**src/rtl/i2c_apb_regfile_v2.sv**
```systemverilog
// i2c_apb_regfile_v2: APB register block for the I2C core with wait states, PSLVERR,
// guarded TX/RX FIFO push/pop, self-clearing CMD and W1C interrupt status.
module i2c_apb_regfile_v2 #(
    parameter int DATA_WIDTH    = 8,
    parameter int ADDR_WIDTH    = 8,
    parameter int WAIT_STATES   = 0,
    parameter int PRESCALER_RST = 0
) (
    input  logic                  pclk_i,
    input  logic                  preset_i,
    input  logic                  psel_i,
    input  logic                  penable_i,
    input  logic                  pwrite_i,
    input  logic [ADDR_WIDTH-1:0] paddr_i,
    input  logic [DATA_WIDTH-1:0] pwdata_i,
    output logic [DATA_WIDTH-1:0] prdata_o,
    output logic                  pready_o,
    output logic                  pslverr_o,
    output logic [DATA_WIDTH-1:0] prescaler_o,
    output logic [DATA_WIDTH-1:0] cmd_o,
    output logic [DATA_WIDTH-1:0] address_rw_o,
    input  logic                  cmd_clr_i,
    input  logic [DATA_WIDTH-1:0] status_i,
    output logic [DATA_WIDTH-1:0] tx_data_o,
    output logic                  tx_wr_en_o,
    input  logic                  tx_full_i,
    input  logic [DATA_WIDTH-1:0] rx_data_i,
    output logic                  rx_rd_en_o,
    input  logic                  rx_empty_i,
    input  logic [DATA_WIDTH-1:0] irq_src_i,
    output logic                  irq_o
);
    typedef enum logic [1:0] {S_IDLE, S_WAIT, S_POP, S_RESP} state_t;
    localparam logic [2:0] WS = 3'(WAIT_STATES);
    state_t state, state_n;
    logic [2:0] addr_q, cnt, a;
    logic wr_q, err_q, err_n, start, pop_d, commit, rx_ok;
    logic [DATA_WIDTH-1:0] wdata_q, rx_q, irq_en, irq_stat, rdata;
    always_comb begin
        a      = paddr_i[2:0];
        start  = psel_i && !penable_i;
        err_n  = ((paddr_i >> 3) != '0) ||
                 (pwrite_i && (a == 3'd3 || a == 3'd5)) ||
                 (pwrite_i && a == 3'd2 && tx_full_i) ||
                 (!pwrite_i && a == 3'd3 && rx_empty_i);
        rx_ok  = !pwrite_i && a == 3'd3 && !err_n;
        commit = state == S_RESP && psel_i && !err_q && wr_q;
        state_n = state;
        case (state)
            S_IDLE: if (start) state_n = rx_ok ? S_POP : (WS == 3'd0 ? S_RESP : S_WAIT);
            S_POP:  state_n = !psel_i ? S_IDLE : (cnt == 3'd0 ? S_RESP : S_WAIT);
            S_WAIT: state_n = !psel_i ? S_IDLE : (cnt == 3'd1 ? S_RESP : S_WAIT);
            default: state_n = S_IDLE;
        endcase
    end
    always_comb begin
        rdata = '0;
        case (addr_q)
            3'd0: rdata = prescaler_o;
            3'd1: rdata = cmd_o;
            3'd2: rdata = tx_data_o;
            3'd3: rdata = pop_d ? rx_data_i : rx_q;
            3'd4: rdata = address_rw_o;
            3'd5: rdata = status_i;
            3'd6: rdata = irq_en;
            default: rdata = irq_stat;
        endcase
    end
    assign pready_o   = state == S_RESP;
    assign pslverr_o  = pready_o && err_q;
    assign prdata_o   = (pready_o && !wr_q && !err_q) ? rdata : '0;
    assign rx_rd_en_o = state == S_POP;
    always_ff @(posedge pclk_i or posedge preset_i) begin
        if (preset_i) begin
            state        <= S_IDLE;
            addr_q       <= '0;
            wr_q         <= 1'b0;
            err_q        <= 1'b0;
            wdata_q      <= '0;
            cnt          <= '0;
            pop_d        <= 1'b0;
            rx_q         <= '0;
            prescaler_o  <= DATA_WIDTH'(PRESCALER_RST);
            cmd_o        <= '0;
            address_rw_o <= '0;
            tx_data_o    <= '0;
            tx_wr_en_o   <= 1'b0;
            irq_en       <= '0;
            irq_stat     <= '0;
            irq_o        <= 1'b0;
        end else begin
            state <= state_n;
            if (state == S_IDLE && start) begin
                addr_q  <= a;
                wr_q    <= pwrite_i;
                err_q   <= err_n;
                wdata_q <= pwdata_i;
                cnt     <= WS;
            end else if (state == S_WAIT) begin
                cnt <= cnt - 3'd1;
            end
            pop_d <= rx_rd_en_o;
            if (pop_d) rx_q <= rx_data_i;
            if (commit && addr_q == 3'd0) prescaler_o <= wdata_q;
            if (commit && addr_q == 3'd4) address_rw_o <= wdata_q;
            if (commit && addr_q == 3'd6) irq_en <= wdata_q;
            if (commit && addr_q == 3'd2) tx_data_o <= wdata_q;
            tx_wr_en_o <= commit && addr_q == 3'd2;
            cmd_o <= (commit && addr_q == 3'd1) ? wdata_q : (cmd_clr_i ? '0 : cmd_o);
            // new events are OR-ed in after the clear so a coincident set survives
            irq_stat <= (irq_stat & ~((commit && addr_q == 3'd7) ? wdata_q : '0)) | irq_src_i;
            irq_o <= |(irq_stat & irq_en);
        end
    end
endmodule

```
**config.mk**
```make
export PLATFORM = sky130hd
export DESIGN_NAME = i2c_apb_regfile_v2
export DESIGN_NICKNAME = d
export VERILOG_FILES = /design/src/rtl/i2c_apb_regfile_v2.sv
export SDC_FILE = /design/constraint.sdc
export NUM_CORES = 1
export LEC_CHECK = 0
export BUFFER_PORTS_ARGS = -buffer_cell sky130_fd_sc_hd__buf_2
export CAP_MARGIN = 0
export CORE_MARGIN = 5
export CORE_UTILIZATION = 55
export DETAILED_ROUTE_END_ITERATION = 6
export PLACE_DENSITY = 0.91
export SETUP_SLACK_MARGIN = 0.4
export SYNTH_ARGS = -nofsm -noshare
export SYNTH_HDL_FRONTEND = slang
export SYNTH_SLANG_ARGS = --single-unit
```
**constraint.sdc**
```tcl
create_clock -name pclk_i -period 4.7 [get_ports pclk_i]
set_input_delay 0.235 -clock pclk_i [delete_from_list [all_inputs] [get_ports pclk_i]]
set_output_delay 0.235 -clock pclk_i [all_outputs]
set_load 0.05 [all_outputs]
```
After elaboration in Yosys (flattened, before gate mapping)

Index checks and enable logic that the tools add are counted.

$add $sub $neg: 1
Eq/ne operators: 15
Multiplexer cells: 15
Bitwise logic cells: 4
Reduce and logical (&&, ||, !) cells: 36

Operators by type and width:

| kind                                                                  | count |
|---|---|
| 8-bit case mux with 7 select lines                                    | 1 |
| 8-bit two-way mux                                                     | 5 |
| 1-bit logical AND                                                     | 20 |
| 8-bit bitwise AND                                                     | 2 |
| 3-bit equality test, second input constant                            | 5 |
| 3-bit by 2-bit equality test with 1-bit output, second input constant | 4 |
| 2-bit two-way mux                                                     | 5 |
| 8-bit NOT                                                             | 1 |
| 8-bit bitwise OR                                                      | 1 |
| 8-bit nonzero test                                                    | 1 |
| 8-bit OR reduction                                                    | 1 |
| 3-bit by 1-bit equality test with 1-bit output, second input constant | 2 |
| 3-bit zero test                                                       | 2 |
| 3-bit two-way mux                                                     | 2 |
| 2-bit case mux with 3 select lines                                    | 1 |
| 1-bit zero test                                                       | 5 |
| 2-bit equality test, second input constant                            | 2 |
| 1-bit logical OR                                                      | 4 |
| 2-bit nonzero test                                                    | 2 |
| 3-bit by 1-bit subtractor with 3-bit output, second input constant    | 1 |
| 2-bit by 1-bit equality test with 1-bit output, second input constant | 1 |
| 2-bit zero test                                                       | 1 |
| 2-bit != test, second input constant                                  | 1 |
| 1-bit two-way mux                                                     | 1 |

Bits in registers: 77
Input port bits: 48
Logic and storage cells: 87

Depth between registers and ports, before layout

Depth in word-level cells: 11
Depth in mapped cells: 7
Depth with buffers taken out: 6

Worst setup path before layout

Ideal clock, no wire load.

Kind: reg2out
From: register state[1]
To: output prdata_o[6]
Arrival: 2,467 ps
Data required time: 4,465 ps
Setup slack: 1,998 ps
Stages on the path, launching flop included: 6
Cells stage by stage: dfrtp_1 -> buf_2 -> and2_1 -> nor3b_1 -> o21ai_0 -> a41oi_1

Longest elaborated chain between the ends: 4

RTL lines:

| element                         | RTL line | source |
|---|---|---|
| from (decl)                     | 35       | `state_t state, state_n;` |
| from (signal assigned)          | 92       | `state <= state_n;` |
| 2-bit equality test             | 69       | `assign pready_o = state == S_RESP;` |
| via pready_o                    | 17       | `output logic pready_o,` |
| 1-bit logical AND (2 in series) | 71       | `assign prdata_o = (pready_o && !wr_q && !err_q) ? rdata : '0;` |
| 8-bit two-way mux               | 71       |  |
| to (decl)                       | 16       | `output logic [DATA_WIDTH-1:0] prdata_o,` |

The timed path passes the listed nets, and every way through them passes these cells.

Worst setup path in the final report

From: register addr_q[1]
To: output prdata_o[6]

Longest elaborated chain between the ends: 3

RTL lines:

| element                                           | RTL line | source |
|---|---|---|
| from (decl)                                       | 36       | `logic [2:0] addr_q, cnt, a;` |
| from (signal assigned)                            | 76       | `addr_q <= '0;` |
| from (signal assigned)                            | 94       | `addr_q <= a;` |
| 3-bit equality test, or another cell as far along | 58       | `case (addr_q)` |
| 8-bit case mux with 7 select lines (*)            | 58       |  |
| 8-bit two-way mux (*)                             | 71       |  |

Mark *: on every way between the ends. The rest lies on a longest branch, timed or not.

==> key figures <==
Status
  • Status: finished, final reports clean

Power and ir drop
  • P_leak: between 2 and 2.5 nW
  • Total power: about 1.9 mW
  • Max VDD drop: about 0.28 mV
  • Pwr dens: about 430 mW/mm²

STA
  • Max Fclk: between 300 and 400 MHz
  • Final hold violations: 0
  • Period utilisation layout: 61.20%
  • Final min period: 2.876 ns
  • Worst slew margin: between 30% and 40%
  • Final setup violation count: 0
  • Setup tns final: 0 ns
  • Final Skew: between 0.007 and 0.008 ns
  • RSZ-0062 raised after global routing: false
  • Slew Limit Fails: 0
  • Fin worst setup slack: between 1.5 and 2 ns
  • Slew @ Worst Pin: approximately 0.95 ns

Placed design
  • Placed wire-length estimate: just under 7000 µm
  • IO buf count: 92
  • Gpl congestion: between 0.8 and 0.9
  • DP Worst Slack: 2.030 ns
  • Placed instance count: 474

CTS
  • Max clock buf depth: 2
  • Insertion delay to the later sink of the worst-skew pair: 0.35 ns
  • CTS Sinks: 77
  • Num CTS Buffers: 9
  • # resized after CTS: 0
  • Worst-path clk slew: about 0.080 ns
  • TritonCTS clock tree: yes
  • Clk root buf: clkbuf_8
  • H-tree levels: 3
  • CTS Hold Buffers Added: 0
  • Post-CTS setup buffers: 0

Yosys
  • Synthesized netlist cell count: between 300 and 400
  • Post-synth ARST share: 100.0%
  • Flops & latches, synth: 77
  • Syn avg cell area: 11.86 µm²
  • Cell variety after synth: 48
  • Sequential fraction of the synthesis area: approximately half
  • Yosys top cell by area: dfrtp_1
  • Main synth FF type: dfrtp_1
  • Cell Area, Synth: 0.003724 mm²
  • Main area contributors after synthesis: dfrtp_1 52%, mux2_2 18%, nand2_1 2.8%, o21ai_0 2.4%, mux2i_1 2.2%
  • Ys Warns: 0
  • Synthesized Nets: approximately 370
  • Number of synthesized flops with an enable pin: 0
  • Area fraction of the dominant cell type after synthesis: around half

Layout
  • Fill count: 500
  • Antenna cells: 0
  • Final nets: 456
  • P&R area growth vs syn: 20.19%
  • Share of layout cells above drive strength 1: 44.39%
  • Final cell count without fillers: about 500

Route
  • Final wirelength: approximately 9500 µm
  • Final ANT Viol Nets: 0
  • Drt initial violations: 278
  • Detailed-router iteration count before antenna repair: 4
  • DRC viols: 0
  • Drt wl/cell: between 15 and 20 µm
  • Vias per cell: 5.951
  • DR vias: roughly 2900

Critical path
  • Worst Path Required: between 4 and 5 ns
  • CP startpoint kind: flop
  • Setup slack, reg-to-reg: just under 2 ns
  • Worst Setup End Kind: primary output
  • Crit-path max cell delay: about 0.46 ns
  • Crit Path Class: flop to primary output
  • Worst r2r src: addr_q[2]
  • CP Cell Sequence: buf_4, clkinv_1, nor3b_1, o21ai_0, a41oi_1, buf_2
  • Worst path arrival time: approximately 2.6 ns
  • Crit Path Max Fanout: 32
  • CP max stage cell: dfrtp_1
  • Reg-to-Reg End: irq_stat[3]
  • CP delay by family, top: buffers and inverters
  • Reg2Reg Depth: 4
  • Critical path buffers and inverters: 3

Floorplanning
  • Die width: between 90 and 100 µm
  • Starting density of the core: 55.73%
  • Boundary Pins: 93
  • Core box area: about 0.0067 mm²
  • Die area: between 0.008 and 0.009 mm²
  • Row count: 30
  • Die height: between 90 and 100 µm

Global route
  • GRT Total Usage: a little under a quarter
  • First-pass GRT wire length: around 15000 µm
  • GR Overflow Total: 0
  • Initial antenna violation count: 0
  • Vias in the first global route: approximately 3000
  • Largest net degree at the start of global routing: 78

Worst hold path
  • Worst min path class: primary input to flop
  • Hold Path Sink: irq_stat[2]
  • Hold path depth: 2
  • Hold_sp: irq_src_i[2]

Run
  • Total of max-cap violations: 0
==> metrics by stage <==
step / util [%] / cell area, µm² / hold slack (ns)
detailed placement: 63.65 / 4253 / 0.4222
floorplan: - / 3724 / 0.3273
finish: 66.99 / 4476 / 0.06087
global route: 66.99 / 4476 / 0.04647
global placement: 63.65 / 4253 / 0.4210
CTS: 66.99 / 4476 / 0.04892
==> layout by cell type, fill, tap and decap left out, types with 4 or more instances in the layout <==
cell      count
a21oi_1      11
dfrtp_1      77
buf_2        92
a22oi_1       4
o21ai_0      18
nand3_1       7
nor2b_1      11
mux2_2       59
nor2_1        8
mux2i_1       8
a21o_1        8
o221a_2       4
nand2_1      28
clkbuf_8      9
==> worst register-to-register path, delay by kind of cell (launching register included) <==
| kind | cells | cell delay [ns] |
|---|---|---|
| and+or+nand+nor | 3 | 1.45 |
| AOI/OAI and AO/OA | 1 | 0.21 |
| DFF | 1 | 0.96 |
==> per-layer routing <==
metal | vias to the layer above | wire length (µm) | part of all wire [%] | global-route usage [%]
li1 | 1335 | - | - | -
met4 | 0 | 151 | 1.6 | 8.911
met2 | 131 | 4623 | 49 | 36.62
met5 | - | 0 | 0 | 0
met3 | 14 | 774 | 8.2 | 6.563
met1 | 1436 | 3932 | 41 | 30.52
==> cell usage after synthesis (all sizes together), types with 2 or more instances <==
| library cell | count |
|---|---|
| dfrtp | 77 |
| mux2 | 62 |
| nand2 | 28 |
| o21ai | 18 |
| clkbuf | 12 |
| a21oi | 11 |
| nor2b | 11 |
| nor2 | 9 |
| a21o | 8 |
| mux2i | 8 |
| nand3 | 7 |
| a22oi | 4 |
| inv | 4 |
| nor3b | 4 |
| o221a | 4 |
| a32oi | 3 |
| and3 | 3 |
| buf | 3 |
| ha | 3 |
| nand3b | 3 |
| nor3 | 3 |
| nor4b | 3 |
| o31ai | 3 |
| a31oi | 2 |
| o2bb2ai | 2 |
| o311ai | 2 |
==> area by class of cell <==
type | count | area (µm²) | area share (%)
Inverter | 5 | 18.77 | 0.4193
Timing Repair Buffer | 95 | 483.0 | 10.79
Tap cell | 80 | 100.1 | 2.237
Multi-Input combinational cell | 217 | 1724 | 38.52
Clock inverter | 7 | 98.84 | 2.209
Clock buffer | 9 | 123.9 | 2.768
Sequential cell | 77 | 1927 | 43.05
==> worst max path at each step <==
stage          startpoint     endpoint  slack (ns)  depth (start not counted)
2_1_floorplan    state[1]  prdata_o[6]        2.00                          5
3_3_place_gp    addr_q[2]  irq_stat[1]        2.16                          4
3_5_place_dp    addr_q[2]  irq_stat[3]        2.03                          4
4_1_cts         addr_q[1]  prdata_o[6]        1.85                          6
5_1_grt         addr_q[1]  prdata_o[6]        1.62                          6
6_report        addr_q[1]  prdata_o[6]        1.82                          6
==> flip-flops by register name, summed over array words and instances (netlist names) <==
signal,flops
addr_q,3
address_rw_o,8
cmd_o,8
cnt,3
err_q,1
irq_en,8
irq_o,1
irq_stat,8
pop_d,1
prescaler_o,8
rx_q,8
state,2
tx_data_o,8
tx_wr_en_o,1
wdata_q,8
wr_q,1
==> report_power, final <==
part	switching [mW]	internal, mW
clock network	0.251	0.301
logic	0.245	0.179
registers	0.165	0.761
==> cell families (layout without fill, tap and decap cells) <==
group / count (synthesis) / in the layout / share of synthesized area, %
DFF: 77 / 77 / 51.75
xor gates and xnor gates: 1 / 1 / 0.2353
adders and majority gates: 3 / 3 / 1.008
and+or+nand+nor: 79 / 79 / 12.30
buffers and inverters: 20 / 116 / 2.117
AOI/OAI and AO/OA: 64 / 64 / 11.69
muxes: 70 / 70 / 20.90
(Power assumes the default switching activity.)
